--- config.mk ---
export PLATFORM = sky130hd
export DESIGN_NAME = register_writeback
export DESIGN_NICKNAME = d
export VERILOG_FILES = /design/src/rtl/harmonica_rb_pkg.sv /design/src/rtl/wb_hold_slot.sv /design/src/rtl/register_writeback.sv
export SDC_FILE = /design/constraint.sdc
export NUM_CORES = 2
export LEC_CHECK = 0
export CORE_AREA = 10 10 623 625
export CTS_CLUSTER_DIAMETER = 150
export DETAILED_ROUTE_END_ITERATION = 6
export DIE_AREA = 0 0 633 635
export GPL_TIMING_DRIVEN = 0
export PLACE_DENSITY = 0.34
export SLEW_MARGIN = 20
export SYNTH_ARGS = -nofsm -noshare
export SYNTH_HDL_FRONTEND = slang
export SYNTH_SLANG_ARGS = --single-unit
--- constraint.sdc ---
create_clock -name clk -period 1.9 [get_ports clk]
set_clock_uncertainty 0.05 [all_clocks]
set_input_delay 0.19 -clock clk [delete_from_list [all_inputs] [get_ports clk]]
set_output_delay 0.19 -clock clk [all_outputs]
set_load 0.005 [all_outputs]
--- src/rtl/harmonica_rb_pkg.sv ---
// Shared types and constants for the register writeback stage.
// A writeback entry is one completed per-lane result headed for register_block.
package harmonica_rb_pkg;

    localparam int DATA_W    = 64;
    localparam int NUM_LANES = 8;
    localparam int REG_AW    = 4;
    localparam int WARP_W    = 3;
    localparam int NUM_SRC   = 2;
    localparam int CNT_W     = 16;

    localparam logic [CNT_W-1:0] CONFLICT_MAX = '1;

    // Lane i of data is data[i], i.e. bits [64i+63:64i] of the flattened bus.
    typedef struct packed {
        logic [WARP_W-1:0]                    warp;
        logic [REG_AW-1:0]                    rd;
        logic [NUM_LANES-1:0]                 mask;
        logic [NUM_LANES-1:0][DATA_W-1:0]     data;
    } wb_entry_t;

    typedef enum logic {
        WB_SRC_ALU = 1'b0,
        WB_SRC_LSU = 1'b1
    } wb_src_e;

endpackage

--- src/rtl/wb_hold_slot.sv ---
// One-entry holding buffer for a single writeback source.
// A load in the same cycle as a clear wins, so a draining slot can refill without a bubble.
module wb_hold_slot
    import harmonica_rb_pkg::*;
(
    input  logic      clk,
    input  logic      rst_n,
    input  logic      load,
    input  logic      clear,
    input  wb_entry_t entry_in,
    output logic      full,
    output wb_entry_t entry
);

    logic      full_reg;
    wb_entry_t entry_reg;

    always_ff @(posedge clk) begin
        if (!rst_n) begin
            full_reg  <= 1'b0;
            entry_reg <= '0;
        end else if (load) begin
            full_reg  <= 1'b1;
            entry_reg <= entry_in;
        end else if (clear) begin
            full_reg  <= 1'b0;
        end
    end

    assign full  = full_reg;
    assign entry = entry_reg;

endmodule

--- src/rtl/register_writeback.sv ---
// Writeback stage: buffers one ALU and one LSU result, arbitrates round-robin
// and issues at most one registered write per cycle into register_block.
module register_writeback
    import harmonica_rb_pkg::*;
(
    input  logic                        clk,
    input  logic                        rst_n,

    input  logic                        alu_valid,
    output logic                        alu_ready,
    input  logic [WARP_W-1:0]           alu_warp,
    input  logic [REG_AW-1:0]           alu_rd,
    input  logic [NUM_LANES-1:0]        alu_mask,
    input  logic [NUM_LANES*DATA_W-1:0] alu_data,

    input  logic                        lsu_valid,
    output logic                        lsu_ready,
    input  logic [WARP_W-1:0]           lsu_warp,
    input  logic [REG_AW-1:0]           lsu_rd,
    input  logic [NUM_LANES-1:0]        lsu_mask,
    input  logic [NUM_LANES*DATA_W-1:0] lsu_data,

    input  logic                        wb_stall,

    output logic [NUM_LANES-1:0]        write_en,
    output logic [REG_AW-1:0]           waddr,
    output logic [WARP_W-1:0]           wb_warp,
    output logic [DATA_W-1:0]           wdata_0,
    output logic [DATA_W-1:0]           wdata_1,
    output logic [DATA_W-1:0]           wdata_2,
    output logic [DATA_W-1:0]           wdata_3,
    output logic [DATA_W-1:0]           wdata_4,
    output logic [DATA_W-1:0]           wdata_5,
    output logic [DATA_W-1:0]           wdata_6,
    output logic [DATA_W-1:0]           wdata_7,
    output logic [CNT_W-1:0]            wb_conflict_cnt
);

    // Index 0 is the ALU, index 1 the LSU, matching wb_src_e.
    logic [NUM_SRC-1:0] src_valid;
    logic [NUM_SRC-1:0] src_ready;
    logic [NUM_SRC-1:0] accept;
    logic [NUM_SRC-1:0] full;
    logic [NUM_SRC-1:0] grant;
    wb_entry_t          slot_in  [NUM_SRC];
    wb_entry_t          slot_out [NUM_SRC];

    wb_entry_t          win_entry;
    wb_src_e            win_src;
    logic               any_grant;
    logic               conflict;

    logic [NUM_LANES-1:0]             write_en_reg;
    logic [REG_AW-1:0]                waddr_reg;
    logic [WARP_W-1:0]                wb_warp_reg;
    logic [NUM_LANES-1:0][DATA_W-1:0] wdata_reg;
    logic [CNT_W-1:0]                 conflict_cnt_reg;
    wb_src_e                          last_grant_reg;

    assign src_valid  = {lsu_valid, alu_valid};
    assign slot_in[0] = {alu_warp, alu_rd, alu_mask, alu_data};
    assign slot_in[1] = {lsu_warp, lsu_rd, lsu_mask, lsu_data};

    genvar gi;
    generate
        for (gi = 0; gi < NUM_SRC; gi++) begin : g_slot
            // Ready reads high through reset, but nothing is captured until rst_n releases.
            assign src_ready[gi] = !rst_n || !full[gi] || grant[gi];
            assign accept[gi]    = rst_n && src_valid[gi] && src_ready[gi];

            wb_hold_slot u_slot (
                .clk      (clk),
                .rst_n    (rst_n),
                .load     (accept[gi]),
                .clear    (grant[gi]),
                .entry_in (slot_in[gi]),
                .full     (full[gi]),
                .entry    (slot_out[gi])
            );
        end
    endgenerate

    assign alu_ready = src_ready[0];
    assign lsu_ready = src_ready[1];

    // Round-robin: on a tie the source that did not win last gets the port.
    always_comb begin
        grant = '0;
        if (!wb_stall) begin
            if (&full) begin
                if (last_grant_reg == WB_SRC_LSU) begin
                    grant[0] = 1'b1;
                end else begin
                    grant[1] = 1'b1;
                end
            end else begin
                grant = full;
            end
        end
    end

    assign any_grant = |grant;
    assign win_src   = grant[1] ? WB_SRC_LSU : WB_SRC_ALU;
    assign win_entry = grant[1] ? slot_out[1] : slot_out[0];
    assign conflict  = (&full) && !wb_stall;

    always_ff @(posedge clk) begin
        if (!rst_n) begin
            write_en_reg     <= '0;
            waddr_reg        <= '0;
            wb_warp_reg      <= '0;
            wdata_reg        <= '0;
            conflict_cnt_reg <= '0;
            last_grant_reg   <= WB_SRC_LSU;
        end else begin
            write_en_reg <= '0;
            if (any_grant) begin
                write_en_reg <= win_entry.mask;
                waddr_reg    <= win_entry.rd;
                wb_warp_reg  <= win_entry.warp;
                wdata_reg    <= win_entry.data;
                // An empty-mask entry is drained without costing its source a turn.
                if (win_entry.mask != '0) begin
                    last_grant_reg <= win_src;
                end
            end
            if (conflict && (conflict_cnt_reg != CONFLICT_MAX)) begin
                conflict_cnt_reg <= conflict_cnt_reg + 1'b1;
            end
        end
    end

    assign write_en        = write_en_reg;
    assign waddr           = waddr_reg;
    assign wb_warp         = wb_warp_reg;
    assign wb_conflict_cnt = conflict_cnt_reg;
    assign wdata_0         = wdata_reg[0];
    assign wdata_1         = wdata_reg[1];
    assign wdata_2         = wdata_reg[2];
    assign wdata_3         = wdata_reg[3];
    assign wdata_4         = wdata_reg[4];
    assign wdata_5         = wdata_reg[5];
    assign wdata_6         = wdata_reg[6];
    assign wdata_7         = wdata_reg[7];

endmodule
==> results.sh <==
export IMPL_yosysMostFrequentCell="nand2_1"
export IMPL_synth_area_per_cell_um2=9.414
export IMPL_required_ps=1660
export IMPL_worst_slack_ps=-306.6
export IMPL_synth_nets=7467
export IMPL_syn_inst=6407
export IMPL_startpoint="rst_n"
export IMPL_p_int_mw=66.19
export IMPL_seq_area_frac_synth=0.5310
export IMPL_grt_use_met3=0.03744
export IMPL_vdd_drop_max_v=0.0006851
export IMPL_grt_busiest_layer="met2"
export IMPL_htreeDepth=4
export IMPL_io_pins=1604
export IMPL_core_rowCount=225
export IMPL_die_area_mm2=0.4020
export IMPL_drtAntennaViolNets=0
export IMPL_start_kind="primary input"
export IMPL_placed_cells=13010
export IMPL_wire_per_inst_um=27.20
export IMPL_synth_common_cells="1,615 x nand2_1, 1,600 x dfxtp_1, 1,049 x mux2i_1, 532 x nand3_1, 531 x inv_1"
export IMPL_fin_cells=14540
export IMPL_cp_arrival_ps=1970
export IMPL_crit_type="primary input to output port"
export IMPL_hpwl_mm=321.8
export IMPL_synth_compound_area_frac=0.08020
export IMPL_hold_path_class="primary input to flip-flop"
export IMPL_synth_top_area_frac=0.5310
export IMPL_synth_top_family_by_area="multiplexers"
export IMPL_cts_tree="built"
export IMPL_grt_max_degree=15
export IMPL_synth_edff_count=0
export IMPL_met1_usage=0.2246
export IMPL_power_frac_comb=0.155
export IMPL_synthAdderAreaFrac=0.0002074
export IMPL_maxSlewHeadroom=0.3155
export IMPL_hold_viol=0
export IMPL_largest_reg_flops=1054
export IMPL_synthArstFlopShare=0
export IMPL_finalWirelength_mm=395.6
export IMPL_met2_usage=0.3431
export IMPL_tightest_slew_ps=1027
export IMPL_syn_cell_area_mm2=0.06032
export IMPL_area_growth_pct=72.79
export IMPL_reg2reg_from="g_slot[1].u_slot.full$_SDFFE_PN0P_"
export IMPL_placed_area_mm2=0.08283
export IMPL_die_h_um=635
export IMPL_synth_simple_area_share=0.1491
export IMPL_core_mm2=0.3750
export IMPL_fin_crit_sh=1.161
export IMPL_antenna_found_initial=131
export IMPL_initial_core_util=0.1609
export IMPL_regToRegEndpoint="wdata_5[40]$_SDFFE_PN0P_"
export IMPL_nets=10390
export IMPL_outcome="finished, violations left"
export IMPL_numPortBuffers=1603
export IMPL_max_freq_mhz=453.2
export IMPL_fin_area_mm2=0.1042
export IMPL_p_leak_nw=44.75
export IMPL_yosysUniqueCellTypes=39
export IMPL_p_sw_frac=0.2737
export IMPL_clk_pin_slew_ps=60
export IMPL_failed_checks="setup timing"
export IMPL_worstPathMaxFanout=11
export IMPL_worstSkewPairLatency_ps=880
export IMPL_drv_slew=0
export IMPL_grt_pass1_wl_mm=528.3
export IMPL_vias_per_cell=3.995
export IMPL_cts_sinks=1600
export IMPL_synth_top_area_cell="dfxtp_1"
export IMPL_grt_pass1_vias=60430
export IMPL_seq_power_share=0.409
export IMPL_yosysWarningCount=0
export IMPL_rrSetupSlack_ps=-280
export IMPL_setup_viol=1527
export IMPL_cp_endpoint="lsu_ready"
export IMPL_crit_path_end_kind="output port"
export IMPL_die_w_um=633
export IMPL_drc_errors=0
export IMPL_drt_pass1_iterations=5
export IMPL_switchingPower_mw=24.95
export IMPL_grtUsageTotal=0.1867
export IMPL_cts_made_buffers=202
export IMPL_cap_violations=0
export IMPL_rsz0062_at_grt="true"
export IMPL_overflow=0
export IMPL_drive_above_1_share=0.1002
export IMPL_whs_ps=97.06
export IMPL_synth_top_flop_cell="dfxtp_1"
export IMPL_ys_top_cells_by_area="dfxtp_1 53%, mux2i_1 17%, nand2_1 10%, o2bb2ai_1 7.5%, nand3_1 4.4%"
export IMPL_pwr_density_cell_mw_per_mm2=874.4
export IMPL_clockBufferDepth=4
export IMPL_cts_root_buffer="clkbuf_16"
export IMPL_clkPwrFrac=0.435
export IMPL_dr_first_iter_drc_count=2899
export IMPL_synth_ff_latch_count=1600
export IMPL_synthMuxAreaShare=0.1741
export IMPL_fin_crit_ps=2207
export IMPL_reg2reg_depth=8
export IMPL_vias=58090
export IMPL_place_congestion=0.8519
export IMPL_synth_xor_xnor_area_share=0
worst max-delay path, cell delays in order:
cell	delay (ps)
clkdlybuf4s50_1	550
buf_8	310
clkbuf_8	310
buf_6	280
nand3_4	100
buf_6	150
placed cells by master, fill, tap and decap left out, types with 176 or more instances in the layout:
cell type        instances
clkdlybuf4s50_1       1428
clkbuf_1               176
inv_1                  531
dfxtp_1               1583
o2bb2ai_1              519
mux2i_1                892
dlygate4sd3_1         1055
nand2_1               1612
clkbuf_16              219
nand3_1                531
cell families after synthesis:
group | count (synthesis)
AND/OR/NAND/NOR | 2189
AO/OA/AOI/OAI | 565
adder cells (fa/ha/maj) | 1
multiplexers | 1049
buffers and inverters | 1003
flip-flops | 1600
cell type report:
class	instances	area, um^2
multi-input cells	3804	25930
flip-flops and latches	1600	32060
repair buffers	2720	27310
fillers	39830	270800
plain buffers	469	3864
clock inverters	67	763.2
diodes	59	147.6
well taps	4994	6248
inverters	531	1993
clock buffers	299	5903
per-layer routing:
| metal | wire, um | vias to the layer above |
|---|---|---|
| li1 | - | 27430 |
| met1 | 164300 | 28510 |
| met2 | 202000 | 1627 |
| met3 | 20200 | 498 |
| met4 | 8883 | 26 |
| met5 | 140 | - |
how the worst min path moves through the flow:
stage                                                  start                                        to  slack, ps  cells after the start
finish                                         lsu_data[211]  g_slot[1].u_slot.entry[211]$_SDFFE_PN0P_        100                      3
global route                                   lsu_data[211]  g_slot[1].u_slot.entry[211]$_SDFFE_PN0P_         20                      3
CTS                                            lsu_data[211]  g_slot[1].u_slot.entry[211]$_SDFFE_PN0P_         20                      3
detailed placement  g_slot[1].u_slot.entry[170]$_SDFFE_PN0P_  g_slot[1].u_slot.entry[170]$_SDFFE_PN0P_        390                      2
global placement    g_slot[1].u_slot.entry[228]$_SDFFE_PN0P_  g_slot[1].u_slot.entry[228]$_SDFFE_PN0P_        390                      2
floorplan                                        lsu_data[0]    g_slot[1].u_slot.entry[0]$_SDFFE_PN0P_        240                      2
per-stage QoR:
step                setup slack (ps)    util  setup TNS (ps)  total power, mW
global placement               -4135  0.2203        -4782200            48.86
CTS                           -419.6  0.2708         -520640            91.96
floorplan                      12.60       -               0            41.84
finish                        -306.6  0.2779         -168080            91.14
global route                  -375.5  0.2778         -368170            94.86
detailed placement             -2495  0.2209        -3011570            48.95
power by group through the flow:
stage                     combinational (mW)  clock [mW]  sequential, mW
after detailed placement                11.1           0            37.8
after CTS                               13.8        41.0            37.2
after global placement                  11.1           0            37.8
final                                   14.2        39.7            37.3
after floorplan                         4.47           0            37.4
after global routing                    15.1        42.2            37.5
repair_timing:
action	4_1_cts	5_1_grt
endpoints found under the setup margin	2142	2110
gates resized for setup	751	654
buffers inserted	19	28
endpoints found under the hold margin	1055	0
cloned	0	10
hold buffers	1055	0
pin swaps	5	2
(Power assumes the default switching activity.)
